### src/rtl/pisca_pkg.sv
// Shared definitions for the acertos blink responder: FSM encodings, debug codes
// and the counter-width helper used by the top and its cycle counters.
package pisca_pkg;

  typedef enum logic [1:0] {
    OCIOSO   = 2'b00,
    ACESO    = 2'b01,
    APAGADO  = 2'b10,
    INVALIDO = 2'b11
  } estadoT;

  localparam logic [1:0] DB_OCIOSO  = 2'b00;
  localparam logic [1:0] DB_ACESO   = 2'b01;
  localparam logic [1:0] DB_APAGADO = 2'b10;

  // A terminal count of 1 still needs one bit so the counter has a real register.
  function automatic int larguraContador(input int t);
    return $clog2((t < 2) ? 2 : t);
  endfunction

  function automatic logic [1:0] dbCodigo(input estadoT e);
    case (e)
      ACESO:   return DB_ACESO;
      APAGADO: return DB_APAGADO;
      default: return DB_OCIOSO;
    endcase
  endfunction

endpackage

### src/rtl/contador_fim.sv
// Phase timer: counts while enable is high, clears whenever enable drops,
// saturates at T-1 and flags the last cycle combinationally on fim.
module contador_fim
  import pisca_pkg::*;
#(
  parameter int T = 500
) (
  input  logic clock,
  input  logic reset,
  input  logic enable,
  output logic fim
);

  localparam int W = larguraContador(T);
  localparam logic [W-1:0] ULTIMO = W'(T - 1);

  logic [W-1:0] contagemReg;

  always_ff @(posedge clock) begin
    if (reset || !enable) begin
      contagemReg <= '0;
    end else if (contagemReg != ULTIMO) begin
      contagemReg <= contagemReg + 1'b1;
    end
  end

  assign fim = enable && (contagemReg == ULTIMO);

endmodule

### src/rtl/pisca_acertos_resp.sv
// Responder for the acertos LED-blink handshake: times on/off phases, counts blinks
// and drives the LEDs. Define PISCA_CHECK_EN to add the sticky erro_protocolo output.
module pisca_acertos_resp
  import pisca_pkg::*;
#(
  parameter int N_LEDS     = 4,
  parameter int T_ON       = 500,
  parameter int T_OFF      = 500,
  parameter int N_PISCADAS = 3
) (
  input  logic              clock,
  input  logic              reset,
  input  logic              contaLedsOn,
  input  logic              contaLedsOff,
  input  logic              contaPiscadas,
  input  logic              apagarAcertos,
  input  logic [N_LEDS-1:0] acertos,
  output logic              fimLedsOn,
  output logic              fimLedsOff,
  output logic              fimPiscaLeds,
  output logic [N_LEDS-1:0] leds,
  output logic [1:0]        db_estado
`ifdef PISCA_CHECK_EN
  ,
  output logic              erro_protocolo
`endif
);

  localparam int WP = larguraContador(N_PISCADAS + 1);
  localparam logic [WP-1:0] PISCADAS_MAX = WP'(N_PISCADAS);

  estadoT          estadoReg;
  estadoT          estadoNext;
  logic [WP-1:0]   piscadasReg;
  logic            piscaPrevReg;
  logic            offEnable;

  // An on strobe wins over a simultaneous off strobe; the off timer stays cleared.
  assign offEnable = contaLedsOff && !contaLedsOn;

  contador_fim #(.T(T_ON)) uContadorOn (
    .clock  (clock),
    .reset  (reset),
    .enable (contaLedsOn),
    .fim    (fimLedsOn)
  );

  contador_fim #(.T(T_OFF)) uContadorOff (
    .clock  (clock),
    .reset  (reset),
    .enable (offEnable),
    .fim    (fimLedsOff)
  );

  assign fimPiscaLeds = (piscadasReg == PISCADAS_MAX);

  always_comb begin
    estadoNext = estadoReg;
    case (estadoReg)
      OCIOSO: begin
        if (contaLedsOn) estadoNext = ACESO;
      end
      ACESO: begin
        if (fimLedsOn && fimPiscaLeds)       estadoNext = OCIOSO;
        else if (contaLedsOff)               estadoNext = APAGADO;
        else if (!contaLedsOn)               estadoNext = OCIOSO;
      end
      APAGADO: begin
        if (contaLedsOn)                     estadoNext = ACESO;
        else if (!contaLedsOff)              estadoNext = OCIOSO;
      end
      default: estadoNext = OCIOSO;
    endcase
  end

  always_ff @(posedge clock) begin
    if (reset) begin
      estadoReg    <= OCIOSO;
      db_estado    <= DB_OCIOSO;
      piscadasReg  <= '0;
      piscaPrevReg <= 1'b0;
      leds         <= '0;
    end else begin
      estadoReg    <= estadoNext;
      db_estado    <= dbCodigo(estadoNext);
      piscaPrevReg <= contaPiscadas;
      // One blink per off phase: count only the rising edge of the strobe.
      if (estadoNext == OCIOSO) begin
        piscadasReg <= '0;
      end else if (contaPiscadas && !piscaPrevReg && (piscadasReg != PISCADAS_MAX)) begin
        piscadasReg <= piscadasReg + 1'b1;
      end
      leds <= apagarAcertos ? '0 : acertos;
    end
  end

`ifdef PISCA_CHECK_EN
  logic fimFinalPrevReg;
  logic violacao;

  // Last clause catches the control unit extending the on phase past the final fim.
  assign violacao = (contaLedsOn && contaLedsOff)
                 || (contaPiscadas != contaLedsOff)
                 || (contaLedsOn && fimFinalPrevReg);

  always_ff @(posedge clock) begin
    if (reset) begin
      erro_protocolo  <= 1'b0;
      fimFinalPrevReg <= 1'b0;
    end else begin
      fimFinalPrevReg <= fimLedsOn && fimPiscaLeds && (estadoReg == ACESO);
      if (violacao) erro_protocolo <= 1'b1;
    end
  end
`endif

endmodule

### config.mk
export PLATFORM = sky130hd
export DESIGN_NAME = pisca_acertos_resp
export DESIGN_NICKNAME = d
export VERILOG_FILES = /design/src/rtl/pisca_pkg.sv /design/src/rtl/contador_fim.sv /design/src/rtl/pisca_acertos_resp.sv
export SDC_FILE = /design/constraint.sdc
export NUM_CORES = 1
export LEC_CHECK = 0
export ABC_AREA = 1
export BUFFER_PORTS_ARGS = -buffer_cell sky130_fd_sc_hd__buf_4
export CAP_MARGIN = 10
export CORE_MARGIN = 3
export CORE_UTILIZATION = 25
export CTS_CLUSTER_DIAMETER = 200
export DETAILED_ROUTE_END_ITERATION = 8
export GPL_TIMING_DRIVEN = 0
export PLACE_DENSITY = 0.39
export SLEW_MARGIN = 20
export SYNTH_ARGS = -nofsm -noshare
export SYNTH_HDL_FRONTEND = slang
export SYNTH_SLANG_ARGS = --single-unit
### constraint.sdc
create_clock -name clock -period 1.2 [get_ports clock]
set_input_delay 0 -clock clock [delete_from_list [all_inputs] [get_ports clock]]
set_output_delay 0 -clock clock [all_outputs]
set_load 0.02 [all_outputs]
Yosys cells after proc, flatten, opt, wreduce, memory -nomap -nowiden. Cells that the tools add are included.

Register bits: 29. Input port bits: 10. Output and inout port bits: 9. Logic and storage cells: 43.

$add $sub $neg: 3. Eq/ne operators: 10. Multiplexer cells: 8. Reductions and logical operators: 15.

Operators by type and width (count): adder 9 x 1 -> 9 bit, second input constant (2); == test 9 bit, second input constant (2); inequality test 9 bit, second input constant (2); two-way mux 2 bit (6); == test 2 bit, second input constant (3); logical AND 1 bit (6); case mux 2 bit (3 select lines) (1); == test 2 x 1 -> 1 bit, second input constant (2); zero test 2 bit (2); case mux 2 bit (2 select lines) (1); OR reduction 2 bit (2); zero test 1 bit (3); adder 2 x 1 -> 2 bit, second input constant (1); logical OR 1 bit (2); inequality test 2 bit, second input constant (1).

Longest topological paths before layout.
Word-level depth: 7. Mapped depth: 8.

By module. Synthesis repeated with hierarchy kept, for this count alone.

Cell total of the unflattened synthesis: 193. Area, all modules: 1406.3 µm².

Modules (own cells, without submodules): contador_fim (instances 2, cells each 71, area each 499.2 µm², seq. area each 180.2 µm²); pisca_acertos_resp (instances 1, cells each 51, area each 407.9 µm², seq. area each 220.2 µm²).

Worst setup path before layout. OpenSTA, ideal clock, no wires.

Path kind: flip-flop to flip-flop. Start: register piscadasReg[0]. End: register piscadasReg[1]. Arrival time: 1.185 ns. Data required time: 1.080 ns. Path slack: -0.105 ns. Stages on the path, launching flop included: 7. Path buffers: 0. Path through: dfxtp_1 -> ha_1 -> nor2_1 -> nand2_1 -> mux2_2 -> inv_1 -> a21oi_1.

Cells in the longest elaborated chain, start to end: 6. Elaborated cells on any way between the ends: 9. Those cells by class: 1 x add/sub; 2 x eq/ne; 2 x mux; 4 x reduce/logical.

Ends and longest elaborated chain: start: declaration (line pisca_acertos_resp.sv:34) `logic [WP-1:0] piscadasReg;`; start signal: assignment (line pisca_acertos_resp.sv:91) `piscadasReg <= piscadasReg + 1'b1;`; == test 2 bit (line pisca_acertos_resp.sv:55) `assign fimPiscaLeds = (piscadasReg == PISCADAS_MAX);`; named net fimPiscaLeds (line pisca_acertos_resp.sv:20) `output logic fimPiscaLeds,`; logical AND 1 bit (line pisca_acertos_resp.sv:64) `if (fimLedsOn && fimPiscaLeds) estadoNext = OCIOSO;`; two-way mux 2 bit (line pisca_acertos_resp.sv:64); case mux 2 bit (3 select lines) (line pisca_acertos_resp.sv:59) `case (estadoReg)`; zero test 2 bit (line pisca_acertos_resp.sv:88) `if (estadoNext == OCIOSO) begin`; OR reduction 2 bit (no line).

The timed path passes the listed nets, and every way through them passes these cells. A chain may end at the register's enable or synchronous reset.

Worst setup path in the final report.
Start: register uContadorOff.contagemReg[1]. End: output port fimLedsOff.

Cells in the longest elaborated chain, start to end: 2.

Ends and longest elaborated chain: start: declaration (line contador_fim.sv:17) `logic [W-1:0] contagemReg;`; start signal: assignment (line contador_fim.sv:23) `contagemReg <= contagemReg + 1'b1;`; == test 9 bit (line contador_fim.sv:27) `assign fim = enable && (contagemReg == ULTIMO);`; logical AND 1 bit (line contador_fim.sv:27); end: declaration (line pisca_acertos_resp.sv:19) `output logic fimLedsOff,`.

Every way passes these cells.

==> flow_summary.yaml <==
cells_and_area:
  n_antenna_cell: 0
  area_growth_syn_to_layout_pct: 53.2
  seq_area_sq_um: 594
  layout.nets: 223
  fin_area_sq_um: 1870
  fillCellCount: 450
  multiInputGateArea_sq_um: 648
  layout-drive-gt1-share: 0.414
cts:
  cts_tree: "yes"
  clock_latency_ns: 0.28
  numCtsBuffers: 5
  clock_tree.root_cell: "clkbuf_8"
  clk_pin_slew_worst_paths_ns: 0.06
  clk_path_buf_depth: 2
  cts.sinks: 29
  h-tree-depth: 2
synthesis:
  synth_top_flop_cell: "dfxtp_1"
  synth_top_area_frac: 0.476
  async_reset_ff_frac: 0
  netlist.top_cell.by_area: "dfxtp_1"
  synth_commonest_cells: "inv_1 (32), dfxtp_1 (29), nand2_1 (24), nor2_1 (24), a21oi_1 (16)"
  ys_warn_count: 0
  avgSynthCellArea_sq_um: 7.43
  ys_types: 21
  syn-num-nets: 177
  synth_area_sq_um: 1220
  postSynthCellCount: 164
  synth_area_leaders: "dfxtp_1 (48%), inv_1 (9.9%), nand2_1 (7.4%)"
  synth-seq-cells: 29
  synth_edf_count: 0
  synth_most_common_cell: "inv_1"
  ys_seq_area_frac: 0.476
floorplanning:
  die_w_um: 75.8
  fp.coreArea_sq_um: 4530
  rows: 24
  dieArea_sq_um: 5750
  top_level_ports: 19
  die_h_um: 75.8
  start_util: 0.269
placed_design:
  dpl_cell_area_sq_um: 1450
  dp_slack_ns: -0.216
  port_buffers: 18
  gp_congestion: 0.777
  dp_hpwl_mm: 1.88
setup_path:
  criticalPathCategory: "flip-flop to output port"
  critPathMaxFanout: 2
  crit_path_end_kind: "output port"
  start_kind: "flip-flop"
  worstPathArrival_ns: 1.32
  worst_ep_required_time_ns: 1.20
global_routing:
  grt_pass1_vias: 1111
  grt.overflow.total: 0
  track_usage: 0.109
  grt_max_degree: 9
  grt_pass1_wl_mm: 4.63
  antenna_found_initial: 0
pwr:
  leakage_uw: 0.000799
  p_per_area_nw_per_um2: 1050
  ir_drop_mv: 0.727
hold_path:
  hp-class: "input port to flip-flop"
run_status:
  violations: "negative setup slack"
  outcome: "finished, violations left"
sta:
  setup_viol: 12
  max_freq_mhz: 759
  final_hold_viol_count: 0
  fin_crit_sh: 1.10
  slew_viol_final: 0
  worstMarginPinSlew_ns: 0.352
  clock-skew-final_ns: 0.00599
  rsz0062_at_grt: "true"
  fin_crit_ns: 1.32
  setup_ws_ns: -0.117
  slew_headroom: 0.765
route:
  detail-route-antenna-nets: 0
  drt_first_pass_iters: 4
  vias_per_cell: 4.17
  route.detailed.drc: 0
  drtIter0Drc: 14
  vias: 1148
  wl_mm: 2.89
  drt-wirelength-per-cell_um: 10.5
flow_run:
  cap_violations: 0
worst max-delay path, stage by stage (launching register included):
cell and delay [ns]:
dfxtp_4 0.36, ha_4 0.13, nand2_2 0.05, inv_2 0.06, nand4_1 0.15, nor2_2 0.16
buf_6 0.13
layer usage:
metal	vias to the layer above	part of all wire	GRT usage
met5	-	0	0
met4	0	0.0052	0.0350
met3	2	0.045	0.0528
met2	18	0.52	0.183
met1	525	0.43	0.121
li1	603	-	-
flip-flops by register name (all words and copies together) (netlist names):
signal,flops
piscaPrevReg,1
estadoReg,2
piscadasReg,2
db_estado,2
uContadorOn.contagemReg,9
uContadorOff.contagemReg,9
leds,4
report_power, final:
part	internal (uW)	switching (uW)	total [uW]
combinational	83.5	82.6	166
sequential	983	12.5	995
clock	454	352	806
total	1520	447	1970
what timing repair did:
action / 4_1_cts / 5_1_grt
endpoints found under the setup margin: 21 / 22
resized for setup: 31 / 28
endpoints found under the hold margin: 5 / 0
hold buffers: 6 / 0
buffers inserted: 11 / 7
cloned: 0 / 0
pin swaps: 12 / 9
metrics by stage:
step / setup TNS (ns) / instances / utilization / hold WS (ns) / power, uW
4_1_cts: -0.529 / 270 / 0.387 / 0.00548 / 1990
5_1_grt: -2.15 / 275 / 0.412 / 0.0208 / 2060
3_5_place_dp: -2.32 / 247 / 0.319 / 0.219 / 1140
6_report: -0.525 / 275 / 0.412 / 0.0149 / 1970
2_1_floorplan: 0 / 164 / - / 0.0712 / 1080
3_3_place_gp: -1.78 / 247 / 0.319 / 0.212 / 1140
placed cells by master, fill, tap and decap left out, drive strengths merged:
cell and n:
a21oi 16, buf 33, clkbuf 7, dfxtp 29
dlygate4sd3 6, ha 3, inv 33, mux2 1
nand2 26, nand3 6, nand4 4, nor2 26
nor3 4, o21ai 9, or2 4, or3 1
xnor2 1, xor2 1
logic make-up after synthesis:
logic type	count (synthesis)	synth area share
muxes	1	0.00924
AOI/OAI and AO/OA	25	0.103
buffers and inverters	33	0.102
xor gates and xnor gates	2	0.0144
and+or+nand+nor	71	0.265
adders and majority gates	3	0.0308
DFF	29	0.476
worst paths after layout:
| check | from | to | slack (ns) | depth (start not counted) |
|---|---|---|---|---|
| max | uContadorOff.contagemReg[1] | fimLedsOff | -0.12 | 6 |
| min | apagarAcertos | leds[2] | 0.01 | 3 |
| max reg2reg | uContadorOff.contagemReg[1] | uContadorOff.contagemReg[8] | -0.09 | 5 |
| min reg2reg | uContadorOff.contagemReg[5] | uContadorOff.contagemReg[5] | 0.45 | 1 |
cell type report:
type                            count  area share
Sequential cell                    29       0.318
Inverter                           33      0.0677
Tap cell                           65      0.0436
Clock buffer                        7      0.0462
Timing Repair Buffer               39       0.177
Multi-Input combinational cell    102       0.347
Power figures use the tool's default switching activity.
